--- src/rtl/rs_pkg.sv ---
`default_nettype none
//-----------------------------------------------------------------------------
//  Module  : rs_pkg
//  Purpose : Shared types for the reservation-station dispatch controller:
//            entry record, dispatch FSM states and the "operand present" tag.
//            The entry record is sized by RS_DATA_W / RS_TAG_W; instantiating
//            modules must use matching DATA_W / TAG_W.
//  Rev     : 1.0  initial release
//-----------------------------------------------------------------------------
package rs_pkg;

   localparam int RS_INSTR_W = 16;
   localparam int RS_DATA_W  = 16;
   localparam int RS_TAG_W   = 3;

   // A Q field equal to this tag means the matching V field holds the value.
   localparam logic [RS_TAG_W-1:0] TAG_NONE = '0;

   typedef enum logic [0:0] {
      S_IDLE = 1'b0,
      S_WAIT = 1'b1
   } rs_state_t;

   typedef struct packed {
      logic                  valid;
      logic [RS_INSTR_W-1:0] instr;
      logic [RS_TAG_W-1:0]   tag;
      logic [RS_DATA_W-1:0]  vj;
      logic [RS_DATA_W-1:0]  vk;
      logic [RS_TAG_W-1:0]   qj;
      logic [RS_TAG_W-1:0]   qk;
   } rs_entry_t;

   // Entry holds an instruction whose operands are both present.
   function automatic logic entry_ready(input rs_entry_t e);
      return e.valid && (e.qj == TAG_NONE) && (e.qk == TAG_NONE);
   endfunction

endpackage
`default_nettype wire

--- src/rtl/rs_rr_picker.sv ---
`default_nettype none
//-----------------------------------------------------------------------------
//  Module  : rs_rr_picker
//  Purpose : Round-robin selector. Scans the request vector starting at
//            i_ptr and wrapping, returns the first requesting index.
//  Ports   : i_req    N-bit request vector
//            i_ptr    index where the scan starts
//            o_grant  selected index (0 when nothing requests)
//            o_any    at least one request present
//  Rev     : 1.0  initial release
//-----------------------------------------------------------------------------
module rs_rr_picker #(
   parameter int N = 4
) (
   input  logic [N-1:0]         i_req,
   input  logic [$clog2(N)-1:0] i_ptr,
   output logic [$clog2(N)-1:0] o_grant,
   output logic                 o_any
);

   localparam int IDX_W = $clog2(N);

   int               w_idx;
   logic [IDX_W-1:0] w_sel;

   // Walk offsets from the far end back to 0 so the nearest request to
   // i_ptr is the last one written and therefore wins.
   always_comb begin
      o_any   = 1'b0;
      o_grant = '0;
      w_idx   = 0;
      w_sel   = '0;
      for (int off = N - 1; off >= 0; off--) begin
         w_idx = (int'(i_ptr) + off) % N;
         w_sel = IDX_W'(w_idx);
         if (i_req[w_sel]) begin
            o_any   = 1'b1;
            o_grant = w_sel;
         end
      end
   end

endmodule
`default_nettype wire

--- src/rtl/rs_dispatch_ctrl.sv ---
`default_nettype none
//-----------------------------------------------------------------------------
//  Module  : rs_dispatch_ctrl
//  Purpose : Reservation station for one functional unit. Holds up to DEPTH
//            issued instructions, snoops the CDB for missing operands and
//            dispatches one operand-complete entry at a time to the FU over
//            a start/done handshake (round-robin between ready entries).
//  Ports   : clock, reset_n            clock / async active-low reset
//            issue_*                   instruction from issue stage
//            issue_ready               a free entry exists
//            cdb_valid/tag/data        result broadcast
//            fu_start                  one-cycle dispatch pulse
//            fu_instr/tag/a/b          registered dispatch payload
//            fu_done                   FU completion
//            occupancy                 number of valid entries
//  Rev     : 1.0  initial release
//-----------------------------------------------------------------------------
module rs_dispatch_ctrl
   import rs_pkg::*;
#(
   parameter int DEPTH  = 4,
   parameter int DATA_W = RS_DATA_W,
   parameter int TAG_W  = RS_TAG_W
) (
   input  logic                       clock,
   input  logic                       reset_n,
   input  logic                       issue_valid,
   output logic                       issue_ready,
   input  logic [15:0]                issue_instr,
   input  logic [TAG_W-1:0]           issue_tag,
   input  logic [DATA_W-1:0]          issue_vj,
   input  logic [DATA_W-1:0]          issue_vk,
   input  logic [TAG_W-1:0]           issue_qj,
   input  logic [TAG_W-1:0]           issue_qk,
   input  logic                       cdb_valid,
   input  logic [TAG_W-1:0]           cdb_tag,
   input  logic [DATA_W-1:0]          cdb_data,
   output logic                       fu_start,
   output logic [15:0]                fu_instr,
   output logic [TAG_W-1:0]           fu_tag,
   output logic [DATA_W-1:0]          fu_a,
   output logic [DATA_W-1:0]          fu_b,
   input  logic                       fu_done,
   output logic [$clog2(DEPTH+1)-1:0] occupancy
);

   localparam int IDX_W = $clog2(DEPTH);
   localparam int OCC_W = $clog2(DEPTH + 1);

   rs_entry_t        r_ent [DEPTH];
   rs_state_t        r_state;
   logic [IDX_W-1:0] r_rr_ptr;
   logic [OCC_W-1:0] r_occ;
   logic             r_fu_start;
   logic [15:0]      r_fu_instr;
   logic [TAG_W-1:0] r_fu_tag;
   logic [DATA_W-1:0] r_fu_a;
   logic [DATA_W-1:0] r_fu_b;

   logic [DEPTH-1:0] w_ready;
   logic [IDX_W-1:0] w_gnt;
   logic             w_any;
   logic [IDX_W-1:0] w_free_idx;
   logic             w_issue;
   logic             w_dispatch;
   logic             w_cdb_hit;
   rs_entry_t        w_new_entry;

   // Readiness uses only registered entry state, so an operand captured
   // from the CDB on this edge becomes eligible on the next one.
   always_comb begin
      w_ready = '0;
      for (int i = 0; i < DEPTH; i++) begin
         w_ready[i] = entry_ready(r_ent[i]);
      end
   end

   rs_rr_picker #(
      .N       (DEPTH)
   ) u_picker (
      .i_req   (w_ready),
      .i_ptr   (r_rr_ptr),
      .o_grant (w_gnt),
      .o_any   (w_any)
   );

   // Lowest-index free slot. A slot being dispatched this edge still reads
   // as valid here, so it is never handed to a same-edge issue.
   always_comb begin
      w_free_idx = '0;
      for (int i = DEPTH - 1; i >= 0; i--) begin
         if (!r_ent[i].valid) begin
            w_free_idx = IDX_W'(i);
         end
      end
   end

   assign issue_ready = (r_occ != OCC_W'(DEPTH));
   assign w_issue     = issue_valid && issue_ready;
   assign w_dispatch  = (r_state == S_IDLE) && w_any;
   assign w_cdb_hit   = cdb_valid && (cdb_tag != TAG_NONE);

   // New entry, with operands forwarded from a same-cycle broadcast.
   always_comb begin
      w_new_entry       = '0;
      w_new_entry.valid = 1'b1;
      w_new_entry.instr = issue_instr;
      w_new_entry.tag   = issue_tag;
      w_new_entry.vj    = issue_vj;
      w_new_entry.vk    = issue_vk;
      w_new_entry.qj    = issue_qj;
      w_new_entry.qk    = issue_qk;
      if (w_cdb_hit && (issue_qj == cdb_tag)) begin
         w_new_entry.vj = cdb_data;
         w_new_entry.qj = TAG_NONE;
      end
      if (w_cdb_hit && (issue_qk == cdb_tag)) begin
         w_new_entry.vk = cdb_data;
         w_new_entry.qk = TAG_NONE;
      end
   end

   always_ff @(posedge clock or negedge reset_n) begin
      if (!reset_n) begin
         for (int i = 0; i < DEPTH; i++) begin
            r_ent[i] <= '0;
         end
         r_state    <= S_IDLE;
         r_rr_ptr   <= '0;
         r_occ      <= '0;
         r_fu_start <= 1'b0;
         r_fu_instr <= '0;
         r_fu_tag   <= '0;
         r_fu_a     <= '0;
         r_fu_b     <= '0;
      end else begin
         // Operand capture from the CDB, j and k independently.
         for (int i = 0; i < DEPTH; i++) begin
            if (r_ent[i].valid && w_cdb_hit) begin
               if (r_ent[i].qj == cdb_tag) begin
                  r_ent[i].vj <= cdb_data;
                  r_ent[i].qj <= TAG_NONE;
               end
               if (r_ent[i].qk == cdb_tag) begin
                  r_ent[i].vk <= cdb_data;
                  r_ent[i].qk <= TAG_NONE;
               end
            end
         end

         case (r_state)
            S_IDLE: begin
               r_fu_start <= 1'b0;
               if (w_dispatch) begin
                  r_fu_instr          <= r_ent[w_gnt].instr;
                  r_fu_tag            <= r_ent[w_gnt].tag;
                  r_fu_a              <= r_ent[w_gnt].vj;
                  r_fu_b              <= r_ent[w_gnt].vk;
                  r_ent[w_gnt].valid  <= 1'b0;
                  r_rr_ptr            <= (w_gnt == IDX_W'(DEPTH - 1)) ? '0
                                                                      : w_gnt + IDX_W'(1);
                  r_fu_start          <= 1'b1;
                  r_state             <= S_WAIT;
               end
            end
            S_WAIT: begin
               r_fu_start <= 1'b0;
               if (fu_done) begin
                  r_state <= S_IDLE;
               end
            end
            default: begin
               r_fu_start <= 1'b0;
               r_state    <= S_IDLE;
            end
         endcase

         // The issue target is a currently invalid slot, so it never
         // collides with the capture or dispatch writes above.
         if (w_issue) begin
            r_ent[w_free_idx] <= w_new_entry;
         end

         r_occ <= r_occ + OCC_W'(w_issue) - OCC_W'(w_dispatch);
      end
   end

   assign fu_start  = r_fu_start;
   assign fu_instr  = r_fu_instr;
   assign fu_tag    = r_fu_tag;
   assign fu_a      = r_fu_a;
   assign fu_b      = r_fu_b;
   assign occupancy = r_occ;

endmodule
`default_nettype wire

--- config.mk ---
export PLATFORM = sky130hd
export DESIGN_NAME = rs_dispatch_ctrl
export DESIGN_NICKNAME = d
export VERILOG_FILES = /design/src/rtl/rs_pkg.sv /design/src/rtl/rs_rr_picker.sv /design/src/rtl/rs_dispatch_ctrl.sv
export SDC_FILE = /design/constraint.sdc
export NUM_CORES = 1
export LEC_CHECK = 0
export CAP_MARGIN = 40
export CORE_MARGIN = 10
export CORE_UTILIZATION = 57
export DETAILED_ROUTE_END_ITERATION = 7
export PLACE_DENSITY = 0.8
export SLEW_MARGIN = 15
export SYNTH_ARGS = -nofsm -noshare
export SYNTH_HDL_FRONTEND = slang
export SYNTH_SLANG_ARGS = --single-unit
--- constraint.sdc ---
create_clock -name clock -period 3.35 [get_ports clock]
set_clock_uncertainty 0.1 [all_clocks]
set_input_delay 1.005 -clock clock [delete_from_list [all_inputs] [get_ports clock]]
set_output_delay 1.005 -clock clock [all_outputs]
set_load 0.01 [all_outputs]
; Word level (Yosys, flattened, before mapping)
; Index checks and enable logic that the tools add are counted.
[totals]
inputBits = 81
output_inout_bits = 56
word_cells = 155
ff_bits = 290
[op_classes]
muxes = 61
magnitude_cmp = 8
bitwise_logic = 3
eq_ne = 12
reduce_logical = 29
add_sub_neg = 6
[ops]
columns = op, count
row1 = 2-to-1 mux 232 bit, 3
row2 = bitwise mux 232 bit, 2
row3 = demux 58 bit (select 2 bit), 2
row4 = 2-to-1 mux 16 bit, 10
row5 = 2-to-1 mux 38 bit, 4
row6 = binary-select mux 58 bit (select 2 bit), 1
row7 = 2-to-1 mux 58 bit, 2
row8 = 2-to-1 mux 57 bit, 2
row9 = equality test 3 bit, 10
row10 = 2-to-1 mux 3 bit, 10
row11 = logical NOT 3 bit, 8
row12 = logical AND 1 bit, 19
row13 = 2-to-1 mux 2 bit, 9
row14 = < comparator 2 x 3 -> 1 bit (second input constant), 4
row15 = 2-to-1 mux 1 bit, 10
row16 = binary-select mux 1 bit (select 2 bit), 4
row17 = greater-or-equal comparator 3 bit (second input constant), 2
row18 = < comparator 3 x 1 -> 1 bit (second input constant), 2
row19 = inverter 2 -> 3 bit, 2
row20 = adder 2 x 1 -> 2 bit (second input constant), 2
row21 = adder 2 bit (second input constant), 2
row22 = case mux 1 bit (2 select lines), 2
row23 = adder 3 x 1 -> 3 bit, 1
row24 = inequality test 3 bit (second input constant), 1
row25 = 5 further kinds, 5

; Depth between registers and ports, before layout
; Gate-level depths: netlist of run 1.
[logic_depth]
ltp_word = 19
depth_mapped = 12
mapped_depth_nobuf = 11

; Modules after synthesis
; Synthesis of run 1 repeated with hierarchy kept, for this count alone.
[hier_totals]
hier_cells = 1065
area_unflattened_um2 = 13804.5
[modules_own_cells]
columns = mod, cells_per_inst, area_per_inst_um2, instances, seq_area_each_um2
row1 = rs_dispatch_ctrl, 1052, 13726.9, 1, 7257.0
row2 = rs_rr_picker, 13, 77.6, 1, 0.0

; Worst setup path before layout of run 1
; Ideal clock, no wire load.
[synth_timing]
path_kind = register -> register
startpoint = reg r_ent[63] (netlist bit)
endpoint = reg r_occ[2], in the netlist occupancy[2]
period_less_slack_ns = 2.990
arrival_ns = 2.762
slack_ns = 0.360
stages_incl_launch_ff = 13
setup_ns = 0.128
path_buffers = 1
required_ns = 3.122
path_cell_list = dfrtp_1 -> or4_4 -> or2_1 -> a41o_1 -> clkbuf_1 -> inv_2 -> ha_1 -> inv_1 -> ha_1 -> inv_1 -> fa_1 -> xnor2_1 -> xnor2_1
[synth_between]
elab_chain_cells = 11
elab_cells_between_ends = 17
classes_between = add/sub: 1 / mux: 12 / reduce/logical: 4
[synth_lines]
columns = item, line
row1 = from (decl), rs_dispatch_ctrl.sv:50  ; rs_entry_t r_ent [DEPTH];
row2 = "from (signal, indexed assignment)", rs_dispatch_ctrl.sv:181  ; r_ent[w_free_idx] <= w_new_entry;
row3 = logical NOT 3 bit *, rs_pkg.sv:36  ; return e.valid && (e.qj == TAG_NONE) && (e.qk == TAG_NONE);
row4 = logical AND 1 bit * (2 in series), rs_pkg.sv:36
row5 = binary-select mux 1 bit (select 2 bit), rs_rr_picker.sv:36  ; if (i_req[w_sel]) begin
row6 = 2-to-1 mux 1 bit (not written as such), rs_rr_picker.sv:36
row7 = 2-to-1 mux 1 bit (3 in series), rs_rr_picker.sv:36
row8 = 2-to-1 mux 1 bit *, rs_rr_picker.sv:36
row9 = logical AND 1 bit *, rs_dispatch_ctrl.sv:100  ; assign w_dispatch = (r_state == S_IDLE) && w_any;
row10 = subtractor 3 x 1 -> 3 bit *, rs_dispatch_ctrl.sv:184  ; r_occ <= r_occ + OCC_W'(w_issue) - OCC_W'(w_dispatch);
row11 = to (signal assigned), rs_dispatch_ctrl.sv:184
row12 = to (decl), rs_dispatch_ctrl.sv:53  ; logic [OCC_W-1:0] r_occ;
; Every way passes the cells marked *; elsewhere a longest branch is shown, timed or not. The select of a mux whose other input is x is not followed.
; A chain may end at the register's enable or synchronous reset.

; Final worst setup path of run 1
[layout_timing]
startpoint = reg r_ent[177] (netlist bit)
endpoint = reg r_occ[2], in the netlist occupancy[2]
; Same word-level chain as after synthesis.

==> results of run 1 <==
placed cells by master (no fill, tap or decap), types with 5 or more instances in the layout:
cell type,instances
dfrtp_1,290
nor2_1,262
nand2_1,257
o22ai_1,152
clkdlybuf4s50_1,135
mux2i_1,98
buf_4,53
o221ai_1,38
clkbuf_16,29
inv_1,28
xor2_1,24
mux2_2,18
buf_12,14
o221ai_2,10
o21ai_0,8
xnor2_1,8
a21oi_1,8
nor4_1,7
clkbuf_8,7
bufinv_16,6
clkinv_2,5
or2_2,5
synth_stat cells (5+ instances only):
cell      number
nor4_1         7
a21oi_1        8
mux2_2        18
dfrtp_1      290
clkbuf_1      54
buf_6          8
o221ai_1      38
buf_2         15
clkbuf_2      10
nand2_1      258
or2_2          5
xor2_1        24
o22ai_1      152
nor2_1       264
mux2i_1       98
xnor2_1        8
o221ai_2      10
o21ai_0        8
buf_1          8
inv_1         28
worst reg2reg max path, cell delays in order (launching register included):
cell	delay, ns
dfrtp_1	0.41
or4_1	0.64
or2_1	0.29
a41o_2	0.26
inv_2	0.13
ha_1	0.25
inv_1	0.06
ha_1	0.13
inv_1	0.05
fa_1	0.40
xnor2_1	0.18
xnor2_1	0.14
repair_timing:
action	CTS	global route
setup endpoints to repair	0	19
hold buffers	0	0
setup buffers	0	6
kinds of logic (layout without fill, tap and decap cells):
family	count (synthesis)	in the layout	share of synthesized area
fa+ha+maj	4	4	0.00431
flops	290	290	0.544
simple gates	568	568	0.170
xor+xnor	32	32	0.0210
mux	116	116	0.0887
other cells	0	1	0
compound gates	238	238	0.128
buf+inv	126	286	0.0436
state kept, by name (all words and copies together), names as in the netlist:
register	flops
r_rr_ptr	2
r_state	1
fu_a	16
fu_tag	3
fu_b	16
fu_start	1
fu_instr	16
occupancy	3
r_ent	232
power by group:
part	leakage [uW]	total, uW	internal, uW	switching, uW
registers	0.00343	6280	5250	1040
clock network	0.000516	3580	2200	1380
logic	0.00379	8750	3840	4900
total	0.00774	18600	11300	7320
layout make-up:
| cell class | instances | area, sq um |
|---|---|---|
| Inverter | 30 | 114 |
| Timing Repair Buffer | 203 | 2040 |
| Multi-Input combinational cell | 958 | 5520 |
| Antenna cell | 1 | 2.50 |
| Fill cell | 1683 | 6460 |
| Clock inverter | 14 | 231 |
| Sequential cell | 290 | 7260 |
| Clock buffer | 39 | 833 |
| Tap cell | 313 | 392 |
worst max path at each step:
stage / endpoint / startpoint / slack (ns)
2_1_floorplan: occupancy[2]$_DFF_PN0_ / r_ent[63]$_DFF_PN0_ / 0.36
3_3_place_gp: fu_a[6]$_DFFE_PN0P_ / r_ent[63]$_DFF_PN0_ / 0.16
3_5_place_dp: fu_a[8]$_DFFE_PN0P_ / r_ent[177]$_DFF_PN0_ / 0.10
4_1_cts: fu_a[6]$_DFFE_PN0P_ / r_ent[177]$_DFF_PN0_ / 0.006
5_1_grt: occupancy[2]$_DFF_PN0_ / r_ent[177]$_DFF_PN0_ / 0.11
6_report: occupancy[2]$_DFF_PN0_ / r_ent[177]$_DFF_PN0_ / 0.26
through the flow:
step	setup WS (ns)	total power, uW	hold WS (ns)	utilization
3_5_place_dp	0.100	14800	0.362	0.668
4_1_cts	0.00573	18400	0.301	0.715
3_3_place_gp	0.165	14400	0.355	0.668
2_1_floorplan	0.360	11900	0.339	-
5_1_grt	0.106	19700	0.311	0.717
6_report	0.257	18600	0.281	0.717
layer usage:
| metal | up-vias | GRT usage |
|---|---|---|
| met5 | - | 0.00166 |
| met4 | 0 | 0.0977 |
| met3 | 109 | 0.0470 |
| met2 | 571 | 0.421 |
| met1 | 5572 | 0.326 |
| li1 | 5036 | - |
==> impl_metrics.ini, run 1 <==
[run_status]
status = finished clean

[die]
die_h_um = 173
die_w_um = 173
dieArea_sq_um = 29900
io_pins = 137
coreArea_sq_um = 22800
initial_core_util = 0.584
rows = 55

[sta]
rsz0062_at_grt = false
maxSlewHeadroom = 0.445
tightestPinTransition_ns = 0.833
timing.fmax_mhz = 323
min_period_over_period = 0.923
fin_setup_tns_ns = 0
period_needed_ns = 3.09
hold_viol_final = 0
final-setup-viol-count = 0
finalMaxSlewViolations = 0

[clock_tree]
htree_num_levels = 1
cts_buffer_depth = 3
cts_resized = 0
cts_buffers = 29
root_buffer = clkbuf_16
cts_sinks = 290
worstSkewPairLatency_ns = 0.55
path_clk_slew_ns = 0.06
cts_tree = yes

[setup_path]
worstReg2RegStart = r_ent[177]$_DFF_PN0_
setup.worst_path.start_class = flip-flop
crit_path_end_kind = flip-flop
required_ns = 3.72
ff2ff_path_depth = 11
slowest_stage = or4_1
rrSetupSlack_ns = 0.26
critPathArrivalTime_ns = 3.46
cpPeakStageDelay_ns = 0.64
path_cells = or4_1, or2_1, a41o_2, inv_2, ha_1, inv_1, ha_1, inv_1, fa_1, xnor2_1, xnor2_1
cp_max_fo = 6
reg2reg_to = occupancy[2]$_DFF_PN0_
cp_num_cells = 11
critPathKind = reg2reg
path_delay_family = simple AND/OR/NAND/NOR gates
crit_buf_inv = 3

[routing]
wl_met2_um = 18900
drt-total-wl_um = 39200
wl_per_cell_um = 21.2
first_iter_violations = 1386
met3_length_um = 2980
wl_met1_um = 15700
drc_errors = 0
drtPass1Iterations = 5
top_layer = met4
vias = 11288
ant_nets = 0
via_per_inst = 6.11

[logic_synthesis]
yosysWarnings = 0
avgSynthCellArea_sq_um = 9.71
ys_async_sr_fraction = 1.00
synth_edf_count = 0
yosys.cell_types.count = 56
synth_cells = 1374
seq_area_frac_synth = 0.544
yosysTopAreaCell = dfrtp_1
synth_fp_nets = 1459
synth_top_area_share = 0.544
ys_ff_latch = 290
synth_ff_type = dfrtp_1
synth_area_sq_um = 13300
ys_top_cells_by_area = dfrtp_1 (54%), nor2_1 (7.4%), mux2i_1 (7.4%), nand2_1 (7.3%), o22ai_1 (7.1%)

[power_and_ir_drop]
p_per_area_nw_per_um2 = 1140
peakVddDrop_uv = 828
p_leak_uw = 0.00774

[placement]
hpwl_um = 24800
io_buffers = 136
place_congestion = 0.870
dpl_cell_area_sq_um = 15300
placed_cells = 1788

[run]
cap_violations = 0

[grt]
grt_pass1_wl_um = 63200
overflow = 0
grt_pass1_vias = 11758
antenna_found_initial = 1
grt_max_degree = 75
grt.total_usage = 0.255

[hold_path]
min_path_type = in2async

[layout]
syn_to_final_growth_pct = 22.8
final_nets = 1597
fin_cells = 1848
drive_above_1_share = 0.108
stdcell_area_sq_um = 16400
Power figures use the tool's default switching activity.
==> run 2, diff against run 1 <==
--- a/config.mk
+++ b/config.mk
@@ -6,10 +6,9 @@
 export NUM_CORES = 1
 export LEC_CHECK = 0
 export CAP_MARGIN = 40
-export CORE_MARGIN = 10
-export CORE_UTILIZATION = 57
+export CORE_UTILIZATION = 42
 export DETAILED_ROUTE_END_ITERATION = 7
-export PLACE_DENSITY = 0.8
+export SETUP_SLACK_MARGIN = 0.4
 export SLEW_MARGIN = 15
 export SYNTH_ARGS = -nofsm -noshare
 export SYNTH_HDL_FRONTEND = slang
==> run 2 against run 1 <==
- setup slack improved by 0.21 ns
- via count fell by 2.3%
- combinational power barely moved
- final cell count rose by 5.2%
- first-iteration DRC count fell by 36%
- register-to-register slack improved by 0.21 ns
- maximum frequency rose by 7.1%
- clock-buffer cell count rose by 15
- sequential power fell by 0.6%
- critical path type unchanged
- largest power group unchanged
- die area rose by 8.5%
- utilization fell by 18 points
==> impl_metrics.ini, run 2 (synthesis gave the netlist of run 1 again) <==
[grt]
gr-max-usage-layer = met2
grt.total_usage = 0.247
grt_pass1_wl_um = 63200
overflow = 0
gr-usage-met2 = 0.401
grt_use_met1 = 0.339
grt_max_degree = 66
antenna_found_initial = 0
grt_use_met3 = 0.0435
grt_pass1_vias = 10954

[setup_path]
cp_max_fo = 3
required_ns = 3.63
path_cells = or4_4, or2_4, a41o_2, inv_4, ha_1, inv_1, ha_1, inv_1, fa_2, xnor2_2, xnor2_1
slowest_stage = or4_4
cpPeakStageDelay_ns = 0.56
crit_buf_inv = 3
critPathArrivalTime_ns = 3.17
path_delay_family = simple AND/OR/NAND/NOR gates
critPathKind = reg2reg
setup.worst_path.start_class = flip-flop
crit_path_end_kind = flip-flop

[routing]
via_per_inst = 5.67
first_iter_violations = 881
vias = 11029
drc_errors = 0
wl_per_cell_um = 20.5
drt-total-wl_um = 39800
drtPass1Iterations = 5
ant_nets = 0

[clock_tree]
cts_tree = yes
root_buffer = clkbuf_16
cts_buffer_depth = 3
htree_num_levels = 2
path_clk_slew_ns = 0.06
worstSkewPairLatency_ns = 0.51
cts_sinks = 290
ctsHoldBuffers = 0
cts_buffers = 34

[power_and_ir_drop]
peakVddDrop_uv = 734
p_per_area_nw_per_um2 = 1120
p_leak_uw = 0.00788

[layout]
final_util = 0.541
drive_above_1_share = 0.118
largest_register_ffs = 232
layout_common_cells = dfrtp_1 (290), nor2_1 (263), nand2_1 (257), o22ai_1 (152), clkdlybuf4s50_1 (134)
final_nets = 1608
fin_cells = 1944
syn_to_final_growth_pct = 25.4
final_common_cell = dfrtp_1
top_register = r_ent
antenna_cells = 0

[sta]
min_period_over_period = 0.862
hold-worst-slack_ns = 0.362
period_needed_ns = 2.89
final.setup.worst_slack_ns = 0.463
final-setup-viol-count = 0
finalMaxSlewViolations = 0
fin_setup_tns_ns = 0
maxSlewHeadroom = 0.439
hold_viol_final = 0
rsz0062_at_grt = true
tightestPinTransition_ns = 0.838
timing.fmax_mhz = 346

[die]
die_w_um = 180
die_h_um = 180
dieArea_sq_um = 32500
coreArea_sq_um = 30900
rows = 64
io_pins = 137
initial_core_util = 0.432

[placement]
placed_cells = 1876
hpwl_um = 24900
io_buffers = 136
dp_slack_ns = 0.0725
place_congestion = 0.840

[hold_path]
min_path_type = in2async

[run]
cap_violations = 0

[run_status]
status = finished clean
-- run 2: cell count changes in the layout (fill, tap and decap cells not counted), moves of 2 or more --
cell	previous run	this run
buf_12	14	19
nor4_2	1	3
clkinv_2	5	7
bufinv_16	6	1
clkbuf_16	29	37
nor4_1	7	5
or2_4	0	2
clkinvlp_4	3	0
clkbuf_8	7	12
clkbuf_1	3	5
-- run 2: worst reg2reg max path, stage by stage, from the launching register on --
cell     delay [ns]
dfrtp_1        0.38
or4_4          0.56
or2_4          0.27
a41o_2         0.30
inv_4          0.07
ha_1           0.22
inv_1          0.06
ha_1           0.12
inv_1          0.05
fa_2           0.37
xnor2_2        0.14
xnor2_1        0.13
-- run 2: layout make-up --
class                      instances  area (sq um)
tap                              396           495
inverter                          30           116
fill                            2739         14200
timing repair buffer             209          2150
clock buffer                      54          1110
multi-input combinational        958          5540
clock inverter                     7          60.1
sequential                       290          7260
-- run 2: power by group --
part | internal [uW] | switching [uW] | total (uW)
Clock | 2340 | 1450 | 3790
Combinational | 3870 | 4900 | 8770
Sequential | 5250 | 995 | 6240
Total | 11500 | 7340 | 18800
-- run 2: timing repair --
action	in CTS	in global routing
setup endpoints to repair	44	3
setup buffers	7	0
resized for setup	3	5
pin swaps	3	1
endpoints found under the hold margin	0	0
-- run 2: through the flow --
step                      cell area, sq um  total power, uW
after floorplan                      13400            11900
after global placement               15500            14700
after detailed placement             15500            14900
after CTS                            16700            18900
after global routing                 16700            20000
final                                16700            18800
-- run 2: final timing paths --
kind	start	slack (ns)	cells past startpoint	end
max	r_ent[63]$_DFF_PN0_	0.46	11	occupancy[2]$_DFF_PN0_
min	reset_n	0.36	1	r_ent[66]$_DFF_PN0_
max reg2reg	r_ent[63]$_DFF_PN0_	0.46	11	occupancy[2]$_DFF_PN0_
min reg2reg	r_ent[172]$_DFFE_PN0P_	0.37	2	r_ent[172]$_DFFE_PN0P_
max in group asynchronous	reset_n	2.04	2	r_ent[164]$_DFFE_PN0P_
min in group clock	r_ent[172]$_DFFE_PN0P_	0.37	2	r_ent[172]$_DFFE_PN0P_
-- run 2: per-layer routing --
metal	wire length, um	part of all wire
met5	0	0
met4	896	0.022
met3	2610	0.066
met2	18800	0.47
met1	17500	0.44
==> run 3, diff against run 2 <==
--- a/config.mk
+++ b/config.mk
@@ -5,8 +5,10 @@
 export SDC_FILE = /design/constraint.sdc
 export NUM_CORES = 1
 export LEC_CHECK = 0
+export ABC_AREA = 1
 export CAP_MARGIN = 40
 export CORE_UTILIZATION = 42
+export CTS_CLUSTER_DIAMETER = 80
 export DETAILED_ROUTE_END_ITERATION = 7
 export SETUP_SLACK_MARGIN = 0.4
 export SLEW_MARGIN = 15
==> run 3 against run 2 <==
- global-route usage increased by 2.2 points
- clock-buffer cell count increased by 2
- setup slack better by 0.13 ns
- critical path depth up 4
- flip-flop and latch count unchanged
- final area rose by 9.5%
- largest cell class unchanged
- utilization shrank 1.5 points
- synthesized area rose by 12%
==> impl_metrics.ini, run 3 <==
[run_status]
status = finished clean

[grt]
overflow = 0
grt_pass1_wl_um = 76100
grt_pass1_vias = 13135
grt.total_usage = 0.270
grt_max_degree = 86
antenna_found_initial = 0

[layout]
top_register = r_ent
antenna_cells = 0
regArea_sq_um = 7260
final_common_cell = nand2_1
fillCellCount = 3342
final_util = 0.526
final_nets = 2185
layout_common_cells = nand2_1 (431), o21ai_0 (350), dfrtp_1 (290), inv_1 (257), nand3_1 (238)
syn_to_final_growth_pct = 22.2
stdcell_area_sq_um = 18300
drive_above_1_share = 0.0655
multi_input_area_sq_um = 6200
largest_register_ffs = 232

[logic_synthesis]
synth_ff_type = dfrtp_1
synth_top_area_share = 0.484
yosysTopAreaCell = dfrtp_1
synth_common_cells = nand2_1 (433), o21ai_0 (350), dfrtp_1 (290)
synth.most_common_cell = nand2_1
ys_top_cells_by_area = dfrtp_1 (48%), o21ai_0 (12%), nand2_1 (11%), nand3_1 (7.9%), inv_1 (6.4%)
synth_cells = 1993
ys_async_sr_fraction = 1.00
avgSynthCellArea_sq_um = 7.52
seq_area_frac_synth = 0.484
synth_edf_count = 0
yosysWarnings = 0
yosys.cell_types.count = 29
synth_fp_nets = 2078
synth_area_sq_um = 15000
ys_ff_latch = 290

[routing]
drc_errors = 0
via_per_inst = 5.36
drt-total-wl_um = 48800
wl_per_cell_um = 18.9
first_iter_violations = 1149
drtPass1Iterations = 5
ant_nets = 0
vias = 13821

[power_and_ir_drop]
p_per_area_nw_per_um2 = 1200
p_leak_uw = 0.00886
peakVddDrop_uv = 1030

[setup_path]
setup.worst_path.start_class = flip-flop
cp_num_cells = 15
crit_buf_inv = 3
rrSetupSlack_ns = 0.59
slowest_stage = dfrtp_1
required_ns = 3.67
path_delay_family = simple AND/OR/NAND/NOR gates
critPathArrivalTime_ns = 3.08
crit_path_end_kind = flip-flop
crit_top_cell = nand2_1
critPathKind = reg2reg
worstReg2RegStart = r_ent[60]$_DFF_PN0_
cpPeakStageDelay_ns = 0.41
ff2ff_path_depth = 15
reg2reg_to = r_rr_ptr[1]$_DFFE_PN0P_
path_cells = inv_1, nand2_1, nor2_1, nand3_1, nand2_1, nand2_1, nand2_1, nand2_1, nand2_1, nand2_4, nand2_8, buf_12, inv_1, ha_1, o21ai_0
cp_max_fo = 39

[sta]
finalMaxSlewViolations = 0
period_needed_ns = 2.76
tightestPinTransition_ns = 0.790
timing.fmax_mhz = 363
hold_viol_final = 0
final-setup-viol-count = 0
rsz0062_at_grt = false
fin_setup_tns_ns = 0
maxSlewHeadroom = 0.473
min_period_over_period = 0.823

[clock_tree]
cts_sinks = 290
root_buffer = clkbuf_16
path_clk_slew_ns = 0.06
cts_buffers = 35
ctsHoldBuffers = 0
cts_buffer_depth = 3
htree_num_levels = 2
cts_tree = yes
worstSkewPairLatency_ns = 0.52

[die]
dieArea_sq_um = 36500
initial_core_util = 0.431
io_pins = 137
die_h_um = 191
rows = 68
die_w_um = 191
coreArea_sq_um = 34800

[placement]
dpl_cell_area_sq_um = 17100
io_buffers = 136
hpwl_um = 29000
place_congestion = 0.857

[hold_path]
min_path_type = in2async

[run]
cap_violations = 0
-- run 3: cell count changes after synthesis, moves of 31 or more --
cell	change
o22ai_1	-152
inv_1	+229
nand2_1	+175
nor2_1	-214
a21oi_1	+154
buf_2	+31
o221ai_1	-38
mux2i_1	-98
o21ai_0	+342
nand3_1	+234
-- run 3: layout make-up --
| type | count | area share |
|---|---|---|
| clock buffer | 56 | 0.0604 |
| inverter | 266 | 0.0545 |
| timing repair buffer | 201 | 0.117 |
| multi-input combinational | 1306 | 0.338 |
| sequential | 290 | 0.396 |
| clock inverter | 4 | 0.00266 |
| tap | 455 | 0.0311 |
-- run 3: through the flow --
stage	cells	hold WS [ns]	worst slack, ns	power (uW)
after global placement	2513	0.365	0.197	17700
after global routing	2578	0.400	0.403	23800
after floorplan	1993	0.353	0.737	13900
after detailed placement	2514	0.365	0.161	17900
after CTS	2574	0.380	0.456	21800
final	2578	0.375	0.594	22000
-- run 3: how the worst max path moves through the flow --
| stage | start | endpoint |
|---|---|---|
| 5_1_grt | r_ent[60]$_DFF_PN0_ | fu_a[7]$_DFFE_PN0P_ |
| 2_1_floorplan | r_ent[121]$_DFF_PN0_ | occupancy[2]$_DFF_PN0_ |
| 4_1_cts | r_ent[61]$_DFF_PN0_ | r_rr_ptr[1]$_DFFE_PN0P_ |
| 6_report | r_ent[60]$_DFF_PN0_ | r_rr_ptr[1]$_DFFE_PN0P_ |
| 3_3_place_gp | cdb_tag[1] | r_ent[30]$_DFF_PN0_ |
| 3_5_place_dp | cdb_tag[2] | r_ent[199]$_DFF_PN0_ |
-- run 3: power breakdown --
| group | internal [uW] | switching (uW) |
|---|---|---|
| Clock | 2330 | 1500 |
| Combinational | 4340 | 7780 |
| Sequential | 5310 | 695 |
| Total | 12000 | 9980 |
-- run 3: kinds of logic (layout without fill, tap and decap cells) --
family	Yosys count	in the layout	share of synthesized area
buffers and inverters	398	527	0.107
AO/OA/AOI/OAI	527	527	0.177
flip-flops	290	290	0.484
AND/OR/NAND/NOR	742	743	0.210
XOR/XNOR	32	32	0.0187
adder cells (fa/ha/maj)	4	4	0.00384
-- run 3: timing repair --
| item | CTS | global route |
|---|---|---|
| setup endpoints to repair | 0 | 46 |
| buffers inserted | 0 | 2 |
| resized for setup | 0 | 4 |
-- run 3: routing by layer --
layer	vias to the layer above	global-route usage	wire, um	share of wire
met5	-	0	0	0
met4	0	0.0745	1140	0.023
met3	81	0.0406	3500	0.072
met2	513	0.435	22500	0.46
met1	6559	0.375	21600	0.44
li1	6668	-	-	-
